<file path="src/rtl/instr_decode_stage.sv">
// Registered RISC-V decode stage: immediate-source classify, sign-extended immediate,
// illegal-opcode flag and saturating counter, behind a one-entry skid buffer.
module instr_decode_stage #(
  parameter int XLEN  = 32,
  parameter int ILEN  = 32,
  parameter int CNT_W = 8
) (
  input  logic             i_clk,
  input  logic             i_arstn,
  input  logic             i_valid,
  output logic             o_in_ready,
  input  logic [ILEN-1:0]  i_instr,
  input  logic             i_flush,
  output logic             o_valid,
  input  logic             i_out_ready,
  output logic [ILEN-1:0]  o_instr,
  output logic [2:0]       o_imm_src,
  output logic [XLEN-1:0]  o_imm,
  output logic             o_illegal,
  output logic [CNT_W-1:0] o_illegal_cnt
);

  localparam logic [2:0] SRC_I = 3'b000;
  localparam logic [2:0] SRC_S = 3'b001;
  localparam logic [2:0] SRC_B = 3'b010;
  localparam logic [2:0] SRC_J = 3'b011;
  localparam logic [2:0] SRC_U = 3'b100;

  typedef struct packed {
    logic [ILEN-1:0] instr;
    logic [2:0]      src;
    logic [XLEN-1:0] imm;
    logic            illegal;
  } ent_t;

  ent_t             dec;
  logic [31:0]      imm32;
  ent_t             out_q, out_d;
  ent_t             skid_q, skid_d;
  logic             out_valid_q, out_valid_d;
  logic             skid_valid_q, skid_valid_d;
  logic             in_ready_q, in_ready_d;
  logic [CNT_W-1:0] cnt_q, cnt_d;
  logic             accept;
  logic             out_free;

  always_comb begin
    dec       = '0;
    dec.instr = i_instr;
    imm32     = '0;
    unique case (i_instr[6:0])
      7'b0000011, 7'b0010011, 7'b1100111: begin
        dec.src = SRC_I;
        imm32   = {{20{i_instr[31]}}, i_instr[31:20]};
      end
      7'b0100011: begin
        dec.src = SRC_S;
        imm32   = {{20{i_instr[31]}}, i_instr[31:25],
                   i_instr[11:7]};
      end
      7'b1100011: begin
        dec.src = SRC_B;
        imm32   = {{19{i_instr[31]}}, i_instr[31], i_instr[7],
                   i_instr[30:25], i_instr[11:8], 1'b0};
      end
      7'b1101111: begin
        dec.src = SRC_J;
        imm32   = {{11{i_instr[31]}}, i_instr[31], i_instr[19:12],
                   i_instr[20], i_instr[30:21], 1'b0};
      end
      7'b0110111, 7'b0010111: begin
        dec.src = SRC_U;
        imm32   = {i_instr[31:12], 12'b0};
      end
      7'b0110011: ;
      default: dec.illegal = 1'b1;
    endcase
    dec.imm = XLEN'($signed(imm32));
  end

  assign accept   = i_valid && in_ready_q && !i_flush;
  assign out_free = !out_valid_q || i_out_ready;

  always_comb begin
    out_d        = out_q;
    skid_d       = skid_q;
    out_valid_d  = out_valid_q;
    skid_valid_d = skid_valid_q;
    cnt_d        = cnt_q;
    if (accept && dec.illegal && cnt_q != '1)
      cnt_d = cnt_q + CNT_W'(1);
    if (i_flush) begin
      out_valid_d  = 1'b0;
      skid_valid_d = 1'b0;
    end else if (out_free) begin
      // SKID can only be full here with no accept, since ready is low
      if (skid_valid_q) begin
        out_d        = skid_q;
        out_valid_d  = 1'b1;
        skid_valid_d = 1'b0;
      end else begin
        out_valid_d = accept;
        if (accept) out_d = dec;
      end
    end else if (accept) begin
      skid_d       = dec;
      skid_valid_d = 1'b1;
    end
    in_ready_d = !skid_valid_d;
  end

  always_ff @(posedge i_clk or negedge i_arstn) begin
    if (!i_arstn) begin
      out_q        <= '0;
      skid_q       <= '0;
      out_valid_q  <= 1'b0;
      skid_valid_q <= 1'b0;
      in_ready_q   <= 1'b1;
      cnt_q        <= '0;
    end else begin
      out_q        <= out_d;
      skid_q       <= skid_d;
      out_valid_q  <= out_valid_d;
      skid_valid_q <= skid_valid_d;
      in_ready_q   <= in_ready_d;
      cnt_q        <= cnt_d;
    end
  end

  assign o_in_ready    = in_ready_q;
  assign o_valid       = out_valid_q;
  assign o_instr       = out_q.instr;
  assign o_imm_src     = out_q.src;
  assign o_imm         = out_q.imm;
  assign o_illegal     = out_q.illegal;
  assign o_illegal_cnt = cnt_q;

endmodule

</file>
<file path="config.mk">
export PLATFORM = sky130hd
export DESIGN_NAME = instr_decode_stage
export DESIGN_NICKNAME = d
export VERILOG_FILES = /design/src/rtl/instr_decode_stage.sv
export SDC_FILE = /design/constraint.sdc
export NUM_CORES = 1
export LEC_CHECK = 0
export BUFFER_PORTS_ARGS = -buffer_cell sky130_fd_sc_hd__buf_4
export CAP_MARGIN = 20
export CORE_MARGIN = 1.5
export CORE_UTILIZATION = 40
export DETAILED_ROUTE_END_ITERATION = 10
export MAX_ROUTING_LAYER = met4
export PLACE_DENSITY = 0.61
export SLEW_MARGIN = 20
export SYNTH_ARGS = -nofsm -noshare
export SYNTH_HDL_FRONTEND = slang
export SYNTH_SLANG_ARGS = --single-unit
</file>
<file path="constraint.sdc">
create_clock -name i_clk -period 1.8 [get_ports i_clk]
set_input_delay 0.36 -clock i_clk [delete_from_list [all_inputs] [get_ports i_clk]]
set_output_delay 0.36 -clock i_clk [all_outputs]
set_load 0.03 [all_outputs]
</file>
==> parameters.txt <==
Parameter                              Value

Detailed routing
  Via count ... 5334
  Post-route DRC ... 0
  Via density per instance ... 5.21
  Residual antenna-violating net count after detailed routing ... 0
  Total Wirelength ... 17200 µm
  Routed length per instance ... 16.8 µm
  Number of iterations in the first detailed-routing pass ... 4
  Iteration-0 DRC Markers ... 472

Synthesis
  Sequential fraction of the synthesis area ... 0.563
  Post-Synthesis Cells ... 687
  Post-Syn Nets ... 725
  Share of async-settable or async-resettable flops after synthesis ... 1.00
  Count of synthesis-stage warnings from yosys ... 0
  Synth area leader ... sky130_fd_sc_hd__dfrtp_1
  Unique masters post-synth ... 51
  Seq cells post-synth ... 147
  Count of flip-flops with a built-in enable after synthesis ... 0
  Synthesized area per cell ... 9.51 µm²
  Synth Cell Area ... 6530 µm²
  Synth top area share ... 0.559
  Commonest register cell after synthesis ... sky130_fd_sc_hd__dfrtp_1
  Synth area leaders ... sky130_fd_sc_hd__dfrtp_1, sky130_fd_sc_hd__nand2_1, sky130_fd_sc_hd__mux2i_1

Clocking
  H-tree Lvls ... 4
  Worst-path clk slew ... 60 ps
  Post-CTS Resized ... 0
  Cts hold-fix bufs ... 1
  TritonCTS clock tree ... done
  Root Buffer Master ... sky130_fd_sc_hd__clkbuf_16
  Clock insertion delay at the later pin of the skew report ... 410 ps
  Clk sinks ... 147
  Number of CTS-inserted buffers ... 17
  Post-CTS Setup Bufs ... 0
  Buffer depth of the longest clock path ... 2

Floorplanning
  I/O pin total ... 115
  Die boundary height ... 131 µm
  Die area ... 17100 µm²
  Starting utilization of the core area ... 0.410
  Floorplan core area ... 15900 µm²
  Chip Width ... 131 µm
  Number of rows created at floorplan ... 46

Worst setup path
  Slowest CP cell ... sky130_fd_sc_hd__dfstp_2
  Slowest Stage Delay on Critical Path ... 550 ps
  Kind of launch point of the worst setup path ... flip-flop
  Endpoint kind of the worst setup timing path ... flip-flop
  Maximum net fanout on the critical path ... 31
  Cells traversed along the worst timing path ... a21oi_2, or3_4, buf_4, a21oi_1, o22ai_1
  Number of buffers and inverters on the critical path ... 1
  Critical Setup Path Class ... flip-flop to flip-flop
  Data required time of the critical path ... 2100 ps
  Arrival time of data at the critical path endpoint ... 2010 ps
  Cell family with most CP delay ... flip-flops

Placement
  Global placement routability congestion ... 0.821
  Count of input and output buffers ... 114
  Dpl hpwl ... 11500 µm

Power
  Clock network fraction of total power ... 0.373
  Switching component of the power ... 0.00295 W
  Cell-internal power ... 0.00696 W
  Combinational share of power ... 0.203
  Flop pwr share ... 0.424
  Switching part of the total power ... 0.298
  Power per Cell Area ... 1190 nW/µm²
  Leakage dissipation ... 3.84 nW
  Worst ir drop on vdd ... 0.687 mV
  Post-route total power ... 0.00991 W

STA
  Aggregate negative setup slack ... 0 ps
  Setup violations, final ... 0
  Clk_skew ... 4.96 ps
  Final min period ... 1720 ps
  Hold violation count in the final report ... 0
  RSZ-0062 raised after global routing ... false
  Worst slew slack as a fraction of its limit ... 0.713
  Transition time at the pin with the least slew margin ... 431 ps
  Fmax ... 583 MHz
  Part of the cycle the worst path needs ... 0.953
  Pins over their slew limit ... 0

Status
  Status ... finished clean

Final layout
  Leading cell types in the layout, fill and taps excluded ... sky130_fd_sc_hd__nand2_1, sky130_fd_sc_hd__dfrtp_1, sky130_fd_sc_hd__buf_4
  P&R area growth vs syn ... 27.4%
  Final-layout fill cell count ... 1418
  Diode count ... 0
  Most common library cell in the layout ignoring fill and taps ... sky130_fd_sc_hd__nand2_1
  Fraction of layout cells with a size suffix above 1 ... 0.236
  Net total in the final layout ... 833

GRT
  Global-route total usage across every layer ... 0.222
  Remaining global-route overflow ... 0
  Antenna violations before repair ... 0
  Largest net degree at the start of global routing ... 62
  Number of global-route vias before repair ... 5281
  Global-route wire length before repair ... 28000 µm

Worst hold path
  Type of the worst min-delay path ... primary input to flip-flop

Job
  Max Cap Violations ... 0
-- synthesized netlist by cell type, types with 2 or more instances --
cell type                    n
sky130_fd_sc_hd__a21oi_1    48
sky130_fd_sc_hd__a21oi_2     9
sky130_fd_sc_hd__a22oi_1     5
sky130_fd_sc_hd__a31oi_1     3
sky130_fd_sc_hd__and3_1      2
sky130_fd_sc_hd__buf_2      16
sky130_fd_sc_hd__buf_4       5
sky130_fd_sc_hd__clkbuf_1   25
sky130_fd_sc_hd__dfrtp_1   146
sky130_fd_sc_hd__inv_1       3
sky130_fd_sc_hd__mux2_4      2
sky130_fd_sc_hd__mux2i_1    32
sky130_fd_sc_hd__nand2_1   195
sky130_fd_sc_hd__nand3_1    20
sky130_fd_sc_hd__nand4_1     3
sky130_fd_sc_hd__nor2_1     33
sky130_fd_sc_hd__nor2b_1     3
sky130_fd_sc_hd__nor3_1      5
sky130_fd_sc_hd__nor3_2      2
sky130_fd_sc_hd__o211ai_1    6
sky130_fd_sc_hd__o21ai_0    54
sky130_fd_sc_hd__o21ai_1    25
sky130_fd_sc_hd__o22ai_1     8
sky130_fd_sc_hd__or2_1       2
sky130_fd_sc_hd__or3_1       3
sky130_fd_sc_hd__xnor2_1     6
sky130_fd_sc_hd__xor2_1      2
-- final timing paths --
kind / startpoint / to / slack [ps] / depth (start not counted)
setup / recovery: o_in_ready / o_imm[17] / 80 / 5
max in group asynchronous: i_arstn / skid_q[67] / 690 / 3
hold reg to reg: skid_q[53] / skid_q[53] / 470 / 2
setup reg to reg: o_in_ready / o_imm[17] / 80 / 5
min in group asynchronous: i_arstn / o_imm[23] / 440 / 2
hold / removal: i_flush / o_valid / 140 / 2
-- power groups by stage --
stage               registers (W)  clock network [W]  logic (W)
floorplan                 0.00471                  0   0.000656
CTS                       0.00420            0.00377    0.00203
detailed placement        0.00425                  0    0.00202
finish                    0.00420            0.00370    0.00201
global placement          0.00423                  0    0.00197
global route              0.00427            0.00393    0.00219
-- kinds of logic after synthesis --
| logic type | share of synthesized area |
|---|---|
| DFF | 0.563 |
| adders and majority gates | 0.00192 |
| and+or+nand+nor | 0.186 |
| buffers and inverters | 0.0358 |
| xor gates and xnor gates | 0.0107 |
| muxes | 0.0536 |
| AOI/OAI and AO/OA | 0.148 |
-- metrics by stage --
step / setup slack [ps] / area, µm² / hold slack [ps] / util / instances
2_1_floorplan: 49.8 / 6530 / 64.4 / - / 687
3_3_place_gp: 106 / 7690 / 310 / 0.482 / 991
3_5_place_dp: 84.2 / 7690 / 313 / 0.482 / 991
4_1_cts: 98.0 / 8320 / 128 / 0.522 / 1024
5_1_grt: 4.08 / 8320 / 143 / 0.522 / 1024
6_report: 84.4 / 8320 / 142 / 0.522 / 1024
-- final cells by class --
cell class	count	area, µm²	share of cell area
inverter	3	11.3	0.00135
clock buffer	24	502	0.0603
clock inverter	8	123	0.0147
multi-input combinational	490	2630	0.316
tap	216	270	0.0325
timing repair buffer	136	1100	0.132
sequential	147	3680	0.442
-- flip-flops by register name, summed over array words and instances (netlist names) --
name / flops
skid_valid_q: 1
o_valid: 1
o_illegal_cnt: 8
skid_q: 68
o_instr: 32
o_imm: 32
o_imm_src: 3
o_illegal: 1
o_in_ready: 1
-- per-layer routing --
layer  share of wire  GRT usage
met1            0.46      0.289
met2            0.48      0.347
met3           0.040     0.0428
met4           0.020     0.0821
met5               0          -
Note: power is estimated with default switching activity, not from simulation.
